`src/rtl/bsc_mmu_dmem_arbiter.sv`:
```
// Round-robin arbiter sharing one dcache request port among NUM_PORTS walkers, one transaction in flight.
// Optional response watchdog with nack + DRAIN state when MMU_DMEM_ARB_TIMEOUT_EN is defined.
package bsc_mmu_dmem_pkg;
  typedef struct packed {
    logic        valid;
    logic [39:0] addr;
    logic [4:0]  cmd;
    logic [3:0]  typ;
    logic [63:0] data;
  } ptw_dmem_req_t;

  typedef struct packed {
    ptw_dmem_req_t req;
  } ptw_dmem_comm_t;

  typedef struct packed {
    logic        valid;
    logic [63:0] data;
    logic        nack;
    logic        replay;
    logic        has_data;
  } dmem_ptw_resp_t;

  typedef struct packed {
    logic           dmem_ready;
    dmem_ptw_resp_t resp;
  } dmem_ptw_comm_t;
endpackage

module bsc_mmu_dmem_arbiter
  import bsc_mmu_dmem_pkg::*;
#(
  parameter int NUM_PORTS      = 2,
  parameter int TIMEOUT_CYCLES = 1024,
  localparam int OW = (NUM_PORTS > 1) ? $clog2(NUM_PORTS) : 1
) (
  input  logic                             clk_i,
  input  logic                             rstn_i,
  input  ptw_dmem_comm_t [NUM_PORTS-1:0]   ptw_dmem_comm_i,
  output dmem_ptw_comm_t [NUM_PORTS-1:0]   dmem_ptw_comm_o,
  output ptw_dmem_comm_t                   ptw_dmem_comm_o,
  input  dmem_ptw_comm_t                   dmem_ptw_comm_i,
  output logic                             busy_o,
  output logic [OW-1:0]                    owner_o
);

  // state   | meaning
  // IDLE    | arbitrate; granted port sees dmem_ready
  // ISSUE   | latched request presented downstream until accepted
  // WAIT    | request accepted, waiting for the dcache response
  // DRAIN   | owner already nacked; swallow the late response (timeout build only)
`ifdef MMU_DMEM_ARB_TIMEOUT_EN
  typedef enum logic [1:0] {S_IDLE, S_ISSUE, S_WAIT, S_DRAIN} state_e;
  localparam int TW = (TIMEOUT_CYCLES > 2) ? $clog2(TIMEOUT_CYCLES) : 1;
  logic [TW-1:0] cnt_q;
`else
  typedef enum logic [1:0] {S_IDLE, S_ISSUE, S_WAIT} state_e;
`endif

  state_e        state_q;
  logic [OW-1:0] rr_ptr_q;
  logic [OW-1:0] owner_q;
  logic [39:0]   addr_q;
  logic [4:0]    cmd_q;
  logic [3:0]    typ_q;
  logic [63:0]   data_q;

  logic          gnt_found;
  logic [OW-1:0] gnt_idx;
  logic [OW-1:0] owner_nxt;

  // First valid port at or above rr_ptr, wrapping.
  always_comb begin
    logic [OW-1:0] cand;
    gnt_found = 1'b0;
    gnt_idx   = '0;
    cand      = '0;
    for (int i = 0; i < NUM_PORTS; i++) begin
      cand = OW'((int'(rr_ptr_q) + i) % NUM_PORTS);
      if (!gnt_found && ptw_dmem_comm_i[cand].req.valid) begin
        gnt_found = 1'b1;
        gnt_idx   = cand;
      end
    end
  end

  assign owner_nxt = (owner_q == OW'(NUM_PORTS - 1)) ? '0 : owner_q + 1'b1;

  always_ff @(posedge clk_i or negedge rstn_i) begin
    if (!rstn_i) begin
      state_q  <= S_IDLE;
      rr_ptr_q <= '0;
      owner_q  <= '0;
      addr_q   <= '0;
      cmd_q    <= '0;
      typ_q    <= '0;
      data_q   <= '0;
`ifdef MMU_DMEM_ARB_TIMEOUT_EN
      cnt_q    <= '0;
`endif
    end else begin
      case (state_q)
        S_IDLE: begin
          if (gnt_found) begin
            addr_q  <= ptw_dmem_comm_i[gnt_idx].req.addr;
            cmd_q   <= ptw_dmem_comm_i[gnt_idx].req.cmd;
            typ_q   <= ptw_dmem_comm_i[gnt_idx].req.typ;
            data_q  <= ptw_dmem_comm_i[gnt_idx].req.data;
            owner_q <= gnt_idx;
            state_q <= S_ISSUE;
          end
        end
        S_ISSUE: begin
          if (dmem_ptw_comm_i.dmem_ready) begin
            state_q <= S_WAIT;
`ifdef MMU_DMEM_ARB_TIMEOUT_EN
            cnt_q   <= TW'(TIMEOUT_CYCLES - 1);
`endif
          end
        end
        S_WAIT: begin
          if (dmem_ptw_comm_i.resp.valid) begin
            rr_ptr_q <= owner_nxt;
            state_q  <= S_IDLE;
          end
`ifdef MMU_DMEM_ARB_TIMEOUT_EN
          else if (cnt_q == '0) begin
            state_q <= S_DRAIN;
          end else begin
            cnt_q <= cnt_q - 1'b1;
          end
`endif
        end
`ifdef MMU_DMEM_ARB_TIMEOUT_EN
        S_DRAIN: begin
          if (dmem_ptw_comm_i.resp.valid) begin
            rr_ptr_q <= owner_nxt;
            state_q  <= S_IDLE;
          end
        end
`endif
        default: state_q <= S_IDLE;
      endcase
    end
  end

  // Ready and response only ever reach a single port; everything else stays zero.
  always_comb begin
    dmem_ptw_comm_o = '0;
    if (rstn_i && state_q == S_IDLE && gnt_found) begin
      dmem_ptw_comm_o[gnt_idx].dmem_ready = 1'b1;
    end
    if (state_q == S_WAIT) begin
      if (dmem_ptw_comm_i.resp.valid) begin
        dmem_ptw_comm_o[owner_q].resp = dmem_ptw_comm_i.resp;
      end
`ifdef MMU_DMEM_ARB_TIMEOUT_EN
      else if (cnt_q == '0) begin
        dmem_ptw_comm_o[owner_q].resp.valid = 1'b1;
        dmem_ptw_comm_o[owner_q].resp.nack  = 1'b1;
      end
`endif
    end
  end

  always_comb begin
    ptw_dmem_comm_o          = '0;
    ptw_dmem_comm_o.req.valid = (state_q == S_ISSUE);
    ptw_dmem_comm_o.req.addr  = addr_q;
    ptw_dmem_comm_o.req.cmd   = cmd_q;
    ptw_dmem_comm_o.req.typ   = typ_q;
    ptw_dmem_comm_o.req.data  = data_q;
  end

  assign busy_o  = (state_q != S_IDLE);
  assign owner_o = owner_q;

endmodule

```
`config.mk`:
```
export PLATFORM = sky130hd
export DESIGN_NAME = bsc_mmu_dmem_arbiter
export DESIGN_NICKNAME = d
export VERILOG_FILES = /design/src/rtl/bsc_mmu_dmem_arbiter.sv
export SDC_FILE = /design/constraint.sdc
export NUM_CORES = 1
export LEC_CHECK = 0
export CAP_MARGIN = 20
export CELL_PAD_IN_SITES_DETAIL_PLACEMENT = 0
export CELL_PAD_IN_SITES_GLOBAL_PLACEMENT = 2
export CORE_AREA = 2 2 215 217
export CTS_BUF_LIST = sky130_fd_sc_hd__clkbuf_8 sky130_fd_sc_hd__clkbuf_16
export CTS_CLUSTER_DIAMETER = 50
export DETAILED_ROUTE_END_ITERATION = 8
export DIE_AREA = 0 0 217 219
export PLACE_DENSITY = 0.75
export SYNTH_ARGS = -nofsm -noshare
export SYNTH_HDL_FRONTEND = slang
export SYNTH_SLANG_ARGS = --single-unit
```
`constraint.sdc`:
```
create_clock -name clk_i -period 2.5 [get_ports clk_i]
set_clock_uncertainty 0.1 [all_clocks]
set_input_delay 0.5 -clock clk_i [delete_from_list [all_inputs] [get_ports clk_i]]
set_output_delay 0.5 -clock clk_i [all_outputs]
set_load 0.1 [all_outputs]
```
# Word level (Yosys, flattened, before mapping)
# Index checks and enable logic that the tools add are counted.
# totals
reg_bits,117
input_bits,299
output_inout_bits,254
wordCells,54
# classes
add_sub_neg,2
n_lt_le_gt_ge,6
n_eq_ne,5
muxes,23
n_reduce_logical,11
# op_table
operator,count
2-to-1 mux 114 bit,4
2-to-1 mux 138 bit,3
2-to-1 mux 113 bit,2
bitwise mux 138 bit,1
demux 69 bit (select 1 bit),2
2-to-1 mux 69 bit,1
2-to-1 mux 68 bit,1
"< comparator 1 x 2 -> 1 bit, second input constant",4
2-to-1 mux 2 bit,3
one-hot mux 2 bit (3 select lines),1
logical AND 1 bit,5
2-to-1 mux 1 bit,5
"inequality test 2 bit, second input constant",2
AND reduction 2 bit,2
AND reduction 3 bit,1
"adder 1 bit, second input constant",2
"equality test 2 x 1 -> 1 bit, second input constant",1
"equality test 2 bit, second input constant",1
"greater-or-equal comparator 1 bit, second input constant",2
logical NOT 2 bit,1
"inequality test 2 x 1 -> 1 bit, second input constant",1
nonzero test 2 bit,1
logical NOT 1 bit,1

# Longest topological paths before layout
# Gate-level depths: netlist (run 1).
# depth
word_depth,14
mapped_depth,8
depth_no_buf,3

# Least setup slack after synthesis (run 1)
# OpenSTA, ideal clock, no wires.
# synth_timing
path_kind,input port to output port
start,in ptw_dmem_comm_i[227] (netlist name)
end,out dmem_ptw_comm_o[68] (netlist name)
t_arrival_ns,3.332
setup_slack_ns,-1.432
path_stages,6
cell_sequence,buf_2 > or2_1 > buf_2 > buf_2 > nand2_1 > nor3b_1
# synth_lines
element,line,rtl
from (decl),39,"input ptw_dmem_comm_t [NUM_PORTS-1:0] ptw_dmem_comm_i,"
to (decl),40,"output dmem_ptw_comm_t [NUM_PORTS-1:0] dmem_ptw_comm_o,"

==> results of run 1 <==
-- cell type report --
type | count | area (um^2) | share of cell area
antenna | 2 | 5.00 | 0.000324
clock buffer | 18 | 439 | 0.0285
clock inverter | 14 | 114 | 0.00738
inverter | 4 | 16.3 | 0.00105
multi-input combinational | 604 | 3710 | 0.240
sequential | 117 | 2930 | 0.190
tap | 600 | 751 | 0.0487
timing repair buffer | 609 | 7470 | 0.484
-- flip-flops by register name (all words and copies together), names as in the netlist --
register and cells:
data_q 64, state_q 2, rr_ptr_q 1, addr_q 40, cmd_q 5, owner_o 1
typ_q 4
-- placed cells by master, fill, tap and decap left out, types with 2 or more instances in the layout --
cell             count
inv_1                5
and2_2              26
clkbuf_16           22
a22o_1               2
diode_2              2
buf_4              139
clkdlybuf4s50_1    295
nor2_4               3
a21oi_1            113
buf_16               4
buf_6                7
clkinvlp_4           7
dfrtp_1            116
nand3_1            113
and2_4             109
buf_12             156
clkinv_2             4
a31oi_1            113
o21ai_0            114
-- layer usage --
metal | GRT usage | up-vias | share of wire
met3 | 0.0462 | 59 | 0.075
li1 | - | 4048 | -
met2 | 0.327 | 411 | 0.55
met5 | 0 | - | 0
met1 | 0.174 | 4305 | 0.34
met4 | 0.0644 | 0 | 0.030
-- cells in the mapped netlist --
library cell	count	area [um^2]
nand3b_1	1	7.51
nand3_1	113	566
buf_1	1	3.75
clkbuf_1	86	323
and3_1	1	6.26
nand2_1	1	3.75
buf_6	9	101
a21oi_1	113	566
inv_2	1	3.75
buf_2	6	30.0
nor2_2	1	6.26
a22o_1	2	17.5
nor3b_1	1	7.51
nor2_1	4	15.0
a21o_1	1	7.51
dfrtp_1	117	2930
inv_1	3	11.3
and2_1	135	845
nor2b_1	1	6.26
a31oi_1	113	707
or2_1	1	6.26
nand2b_1	2	12.5
o21ai_0	114	571
-- what timing repair did --
action,in CTS,in global routing
buffers inserted,15,2
hold endpoints to repair,0,18
gates cloned,6,7
hold buffers,0,1
resized for setup,75,22
pin swaps,11,21
endpoints found under the setup margin,134,136
-- worst min-delay path by stage --
stage                     startpoint    endpoint  slack [ns]
final                     data_q[47]  data_q[47]        0.44
after global routing      data_q[63]  data_q[63]        0.47
after CTS                     rstn_i     owner_o        0.13
after detailed placement  addr_q[30]  addr_q[30]        0.44
after global placement      typ_q[1]    typ_q[1]        0.43
after floorplan               rstn_i   addr_q[0]        0.10
-- metrics by stage --
| step | hold WS, ns | instances | total power [W] | worst slack (ns) | TNS, ns |
|---|---|---|---|---|---|
| 6_report | 0.444 | 1968 | 0.0205 | -0.0731 | -3.62 |
| 3_5_place_dp | 0.438 | 1905 | 0.0180 | -0.122 | -13.45 |
| 4_1_cts | 0.129 | 1958 | 0.0207 | -0.127 | -8.74 |
| 5_1_grt | 0.470 | 1967 | 0.0214 | -0.166 | -16.50 |
| 3_3_place_gp | 0.429 | 1905 | 0.0179 | -0.107 | -12.26 |
| 2_1_floorplan | 0.104 | 827 | 0.0138 | -0.0969 | -0.0969 |
-- report_power, final --
group	internal [W]	total, W	switching [W]
registers	0.00287	0.00347	0.000601
logic	0.00356	0.0147	0.0111
clock network	0.00138	0.00238	0.00100
-- critical path, cell delays in order, from the launching register on --
cell	delay (ns)
dfrtp_1	0.39
nand3b_1	0.20
buf_6	0.15
nor2_4	0.15
buf_6	0.17
buf_12	0.14
and2_2	0.17
buf_12	0.17
-- kinds of logic after synthesis --
family | Yosys count
buf+inv | 106
compound gates | 343
flops | 117
simple gates | 261
==> out/metrics.csv, run 1 <==
metric;value;unit
status;complete, but fails checks;
failing checks;negative setup slack;
reg2reg start;state_q[0];
Worst Path Arrival;1.97;ns
Final Slew Violations;0;
flops & latches, synth;117;
CP Class;reg -> out;
Worst Hold Class;reg -> reg;
H-tree depth;4;
worst slew pin tran;0.902;ns
Post-Synth Adder-Cell Area;0;
worst skew pair latency;0.43;ns
simple-gate portion of the synthesized area;0.219;
Root Driver;clkbuf_16;
post-synthesis mux area share;0;
per-cell routed wire length;21.7;um
power density over the cells;1330;nW/um^2
CP Max Fanout;8;
largest net degree at the start of global routing;114;
Ys Warns;0;
max_slew headroom;0.399;
Synth Area in Compound Gates;0.277;
area delta synth->final;129;%
Synth Cell Area;6750;um^2
Antenna Nets Post-Route;0;
Worst Reg-to-Reg Cells;6;
vias per inst;4.48;
hold path cells;2;
main combinational cell family by area after synthesis;compound AO/OA/AOI/OAI gates;
# fillers;4642;
Leakage;6.09;nW
first-pass GRT wire length;59900;um
CTS tree;yes;
Final Cell Area;15400;um^2
Period minus WS final;2.57;ns
count of cell types in the netlist;23;
setup ws final;-0.0731;ns
Worst Path Required;1.90;ns
Layout Utilization;0.342;
Avg Cell Area, Syn;8.16;um^2
worst r2r dst;data_q[10];
clk sinks;117;
GPL Wtd Cong;0.942;
Routed WL;42700;um
fmax;389;MHz
Std-Cell Rows;78;
chip width;217;um
clock buffer count from CTS;17;
XOR/XNOR Fraction of Synth Area;0;
Seq/Total Area, Yosys;0.434;
Final Hold Vio Count;0;
top-level port count;553;
setup violators final;107;
Clock transition at path regs;0.05;ns
Crit. End Element;primary output;
Worst Setup SP;state_q[0];
Critical Path Start Type;register;
Via Count;8823;
R2R Setup Slk;0.53;ns
fraction of layout cells with a size suffix above 1;0.357;
Starting Density;0.150;
clk buf depth;2;
number of global-route vias before repair;8793;
die footprint;47500;um^2
Starting DRT DRC Count;407;
Area after DPL;14300;um^2
worst setup path endpoint;dmem_ptw_comm_o[110];
Port Buffers;552;
First-pass DRT Iterations;5;
DRC errors left;0;
initial antenna violation count;3;
Detailed Place HPWL;29800;um
Global Route Usage Sum;0.170;
gr ovfl total;0;
RSZ-0062 raised after global routing;yes;
Die Ht;219;um
Mapped Cells;827;
Core Box Area;45100;um^2
Max VDD drop;0.00129;V
synthesized netlist net count;1126;
Tcrit/Tclk final;1.03;
fin nets;1652;
Max Cap Violations;0;
No activity file was read; power rests on OpenSTA's default activity.
==> run 2: changes to the inputs <==
- GPL_TIMING_DRIVEN: default -> 0
==> run 2 against run 1 <==
  * Largest power group unchanged
  * Highest routed layer is now met5
  * Global-route usage grew 1.9 points
  * The flow still finishes with violations (negative setup slack)
  * Cell count grew 3.9%
  * Combinational power is essentially flat
  * Critical endpoint is now dmem_ptw_comm_o[90]
==> out/metrics.csv, run 2 (synthesis gave the netlist of run 1 again) <==
metric;value;unit;change
worst skew pair latency;0.42;ns;was 0.43 ns
Leakage;6.25;nW;was 6.09 nW
Worst Path Required;1.90;ns;about the same
most frequent cells in the layout;clkdlybuf4s50_1 (296), buf_12 (139), dfrtp_1 (116);;was clkdlybuf4s50_1 (295), buf_12 (156), buf_4 (139)
failing checks;negative setup slack;;unchanged
Detailed Place HPWL;35100;um;was 29800 um
initial antenna violation count;5;;was 3
gr ovfl total;0;;unchanged
leading cell type in the layout, fill and taps excluded;clkdlybuf4s50_1;;unchanged
Final Cell Area;15900;um^2;was 15400 um^2
R2R Setup Slk;0.34;ns;was 0.53 ns
Final Hold Vio Count;0;;unchanged
Crit. End Element;primary output;;unchanged
worst slew pin tran;1.15;ns;was 0.902 ns
CP Max Fanout;6;;was 8
fmax;389;MHz;about the same
setup violators final;60;;was 107
Antenna Nets Post-Route;0;;unchanged
fraction of layout cells with a size suffix above 1;0.262;;was 0.357
Global Route Usage Sum;0.189;;was 0.170
Routed WL;47400;um;was 42700 um
GPL Wtd Cong;0.862;;was 0.942
power density over the cells;1330;nW/um^2;about the same
Most flops, register;data_q;;unchanged
CTS tree;yes;;unchanged
clk sinks;117;;unchanged
vias per inst;4.52;;was 4.48
Starting DRT DRC Count;493;;was 407
clock buffer count from CTS;17;;unchanged
Worst Path Arrival;1.97;ns;about the same
Root Driver;clkbuf_16;;unchanged
setup ws final;-0.0681;ns;was -0.0731 ns
Worst Reg-to-Reg Cells;7;;was 6
First-pass DRT Iterations;5;;unchanged
Worst Hold Class;in -> async;;was reg -> reg
Clock transition at path regs;0.07;ns;was 0.05 ns
Layout Utilization;0.353;;was 0.342
reg2reg start;state_q[0];;unchanged
Max Cap Violations;0;;unchanged
fin nets;1727;;was 1652
chip width;217;um;unchanged
max reg flops;64;;unchanged
Die Ht;219;um;unchanged
Core Box Area;45100;um^2;unchanged
Max VDD drop;0.00121;V;was 0.00129 V
worst r2r dst;addr_q[3];;was data_q[10]
first-pass GRT wire length;66200;um;was 59900 um
Std-Cell Rows;78;;unchanged
max_slew headroom;0.236;;was 0.399
status;complete, but fails checks;;unchanged
Final Slew Violations;0;;unchanged
top-level port count;553;;unchanged
Area after DPL;13400;um^2;was 14300 um^2
Via Count;9231;;was 8823
DRC errors left;0;;unchanged
largest net degree at the start of global routing;53;;was 114
per-cell routed wire length;23.2;um;was 21.7 um
Critical Path Start Type;register;;unchanged
die footprint;47500;um^2;unchanged
Period minus WS final;2.57;ns;about the same
area delta synth->final;136;%;was 129%
number of global-route vias before repair;9759;;was 8793
biggest regs;data_q x64, addr_q x40, cmd_q x5;;unchanged
clk buf depth;2;;unchanged
Tcrit/Tclk final;1.03;;about the same
RSZ-0062 raised after global routing;yes;;unchanged
Port Buffers;551;;was 552
Starting Density;0.150;;unchanged
CP Class;reg -> out;;unchanged
H-tree depth;4;;unchanged
## run 2: cell count changes in the layout (fill, tap and decap cells not counted), sizes merged, moves of 4 or more
cell / previous run / this run
buf: 307 / 194
dlygate4sd2: 1 / 114
clkinvlp: 7 / 2
clkbuf: 23 / 98
bufinv: 1 / 5
## run 2: power by group
| group | internal [W] | switching [W] | total [W] |
|---|---|---|---|
| Combinational | 0.00350 | 0.0114 | 0.0149 |
| Sequential | 0.00287 | 0.000542 | 0.00341 |
| Clock | 0.00182 | 0.00102 | 0.00285 |
| Total | 0.00819 | 0.0130 | 0.0212 |
## run 2: metrics by stage
step / worst slack (ns) / TNS, ns / instances / power, W / hold WS, ns
floorplan: -0.0969 / -0.0969 / 827 / 0.0138 / 0.104
global placement: -5.65 / -768.68 / 1978 / 0.0180 / 0.402
detailed placement: -2.16 / -231.83 / 1983 / 0.0182 / 0.406
CTS: -0.260 / -8.75 / 2035 / 0.0210 / 0.0417
global route: -0.124 / -7.32 / 2044 / 0.0220 / 0.0525
finish: -0.0681 / -1.56 / 2044 / 0.0212 / 0.0489
## run 2: cell type report
class	count	area, um^2
Antenna cell	3	7.51
Buffer	96	638
Clock buffer	19	453
Clock inverter	13	205
Fill cell	4575	29200
Inverter	4	15.0
Multi-Input combinational cell	604	3700
Sequential cell	117	2930
Tap cell	600	751
Timing Repair Buffer	588	7220
## run 2: how the worst max path moves through the flow
| stage | from | endpoint | depth (start not counted) |
|---|---|---|---|
| after detailed placement | dmem_ptw_comm_i[67] | dmem_ptw_comm_o[90] | 7 |
| final | state_q[0] | dmem_ptw_comm_o[90] | 8 |
| after CTS | state_q[0] | dmem_ptw_comm_o[85] | 9 |
| after global placement | rstn_i | dmem_ptw_comm_o[137] | 3 |
| after global routing | state_q[0] | dmem_ptw_comm_o[64] | 7 |
| after floorplan | ptw_dmem_comm_i[227] | dmem_ptw_comm_o[68] | 6 |
## run 2: worst max-delay path, cell delays in order (launching register included)
cell       delay [ns]
dfrtp_1          0.38
nand3b_1         0.17
buf_6            0.14
nor2_4           0.10
buf_6            0.13
buf_8            0.13
clkbuf_16        0.16
and2_4           0.15
buf_12           0.18
## run 2: routing by layer
layer	up-vias	GRT usage	wire [um]
met3	66	0.0460	3310
li1	4195	-	-
met4	2	0.0831	2020
met2	439	0.373	26300
met1	4529	0.185	15700
met5	-	0	13
## run 2: timing repair
action | CTS | global route
pin swaps | 8 | 9
hold buffers | 4 | 0
gates resized for setup | 1363 | 130
setup buffers | 16 | 11
cloned | 3 | 3
endpoints found under the hold margin | 52 | 0
setup endpoints to repair | 256 | 137
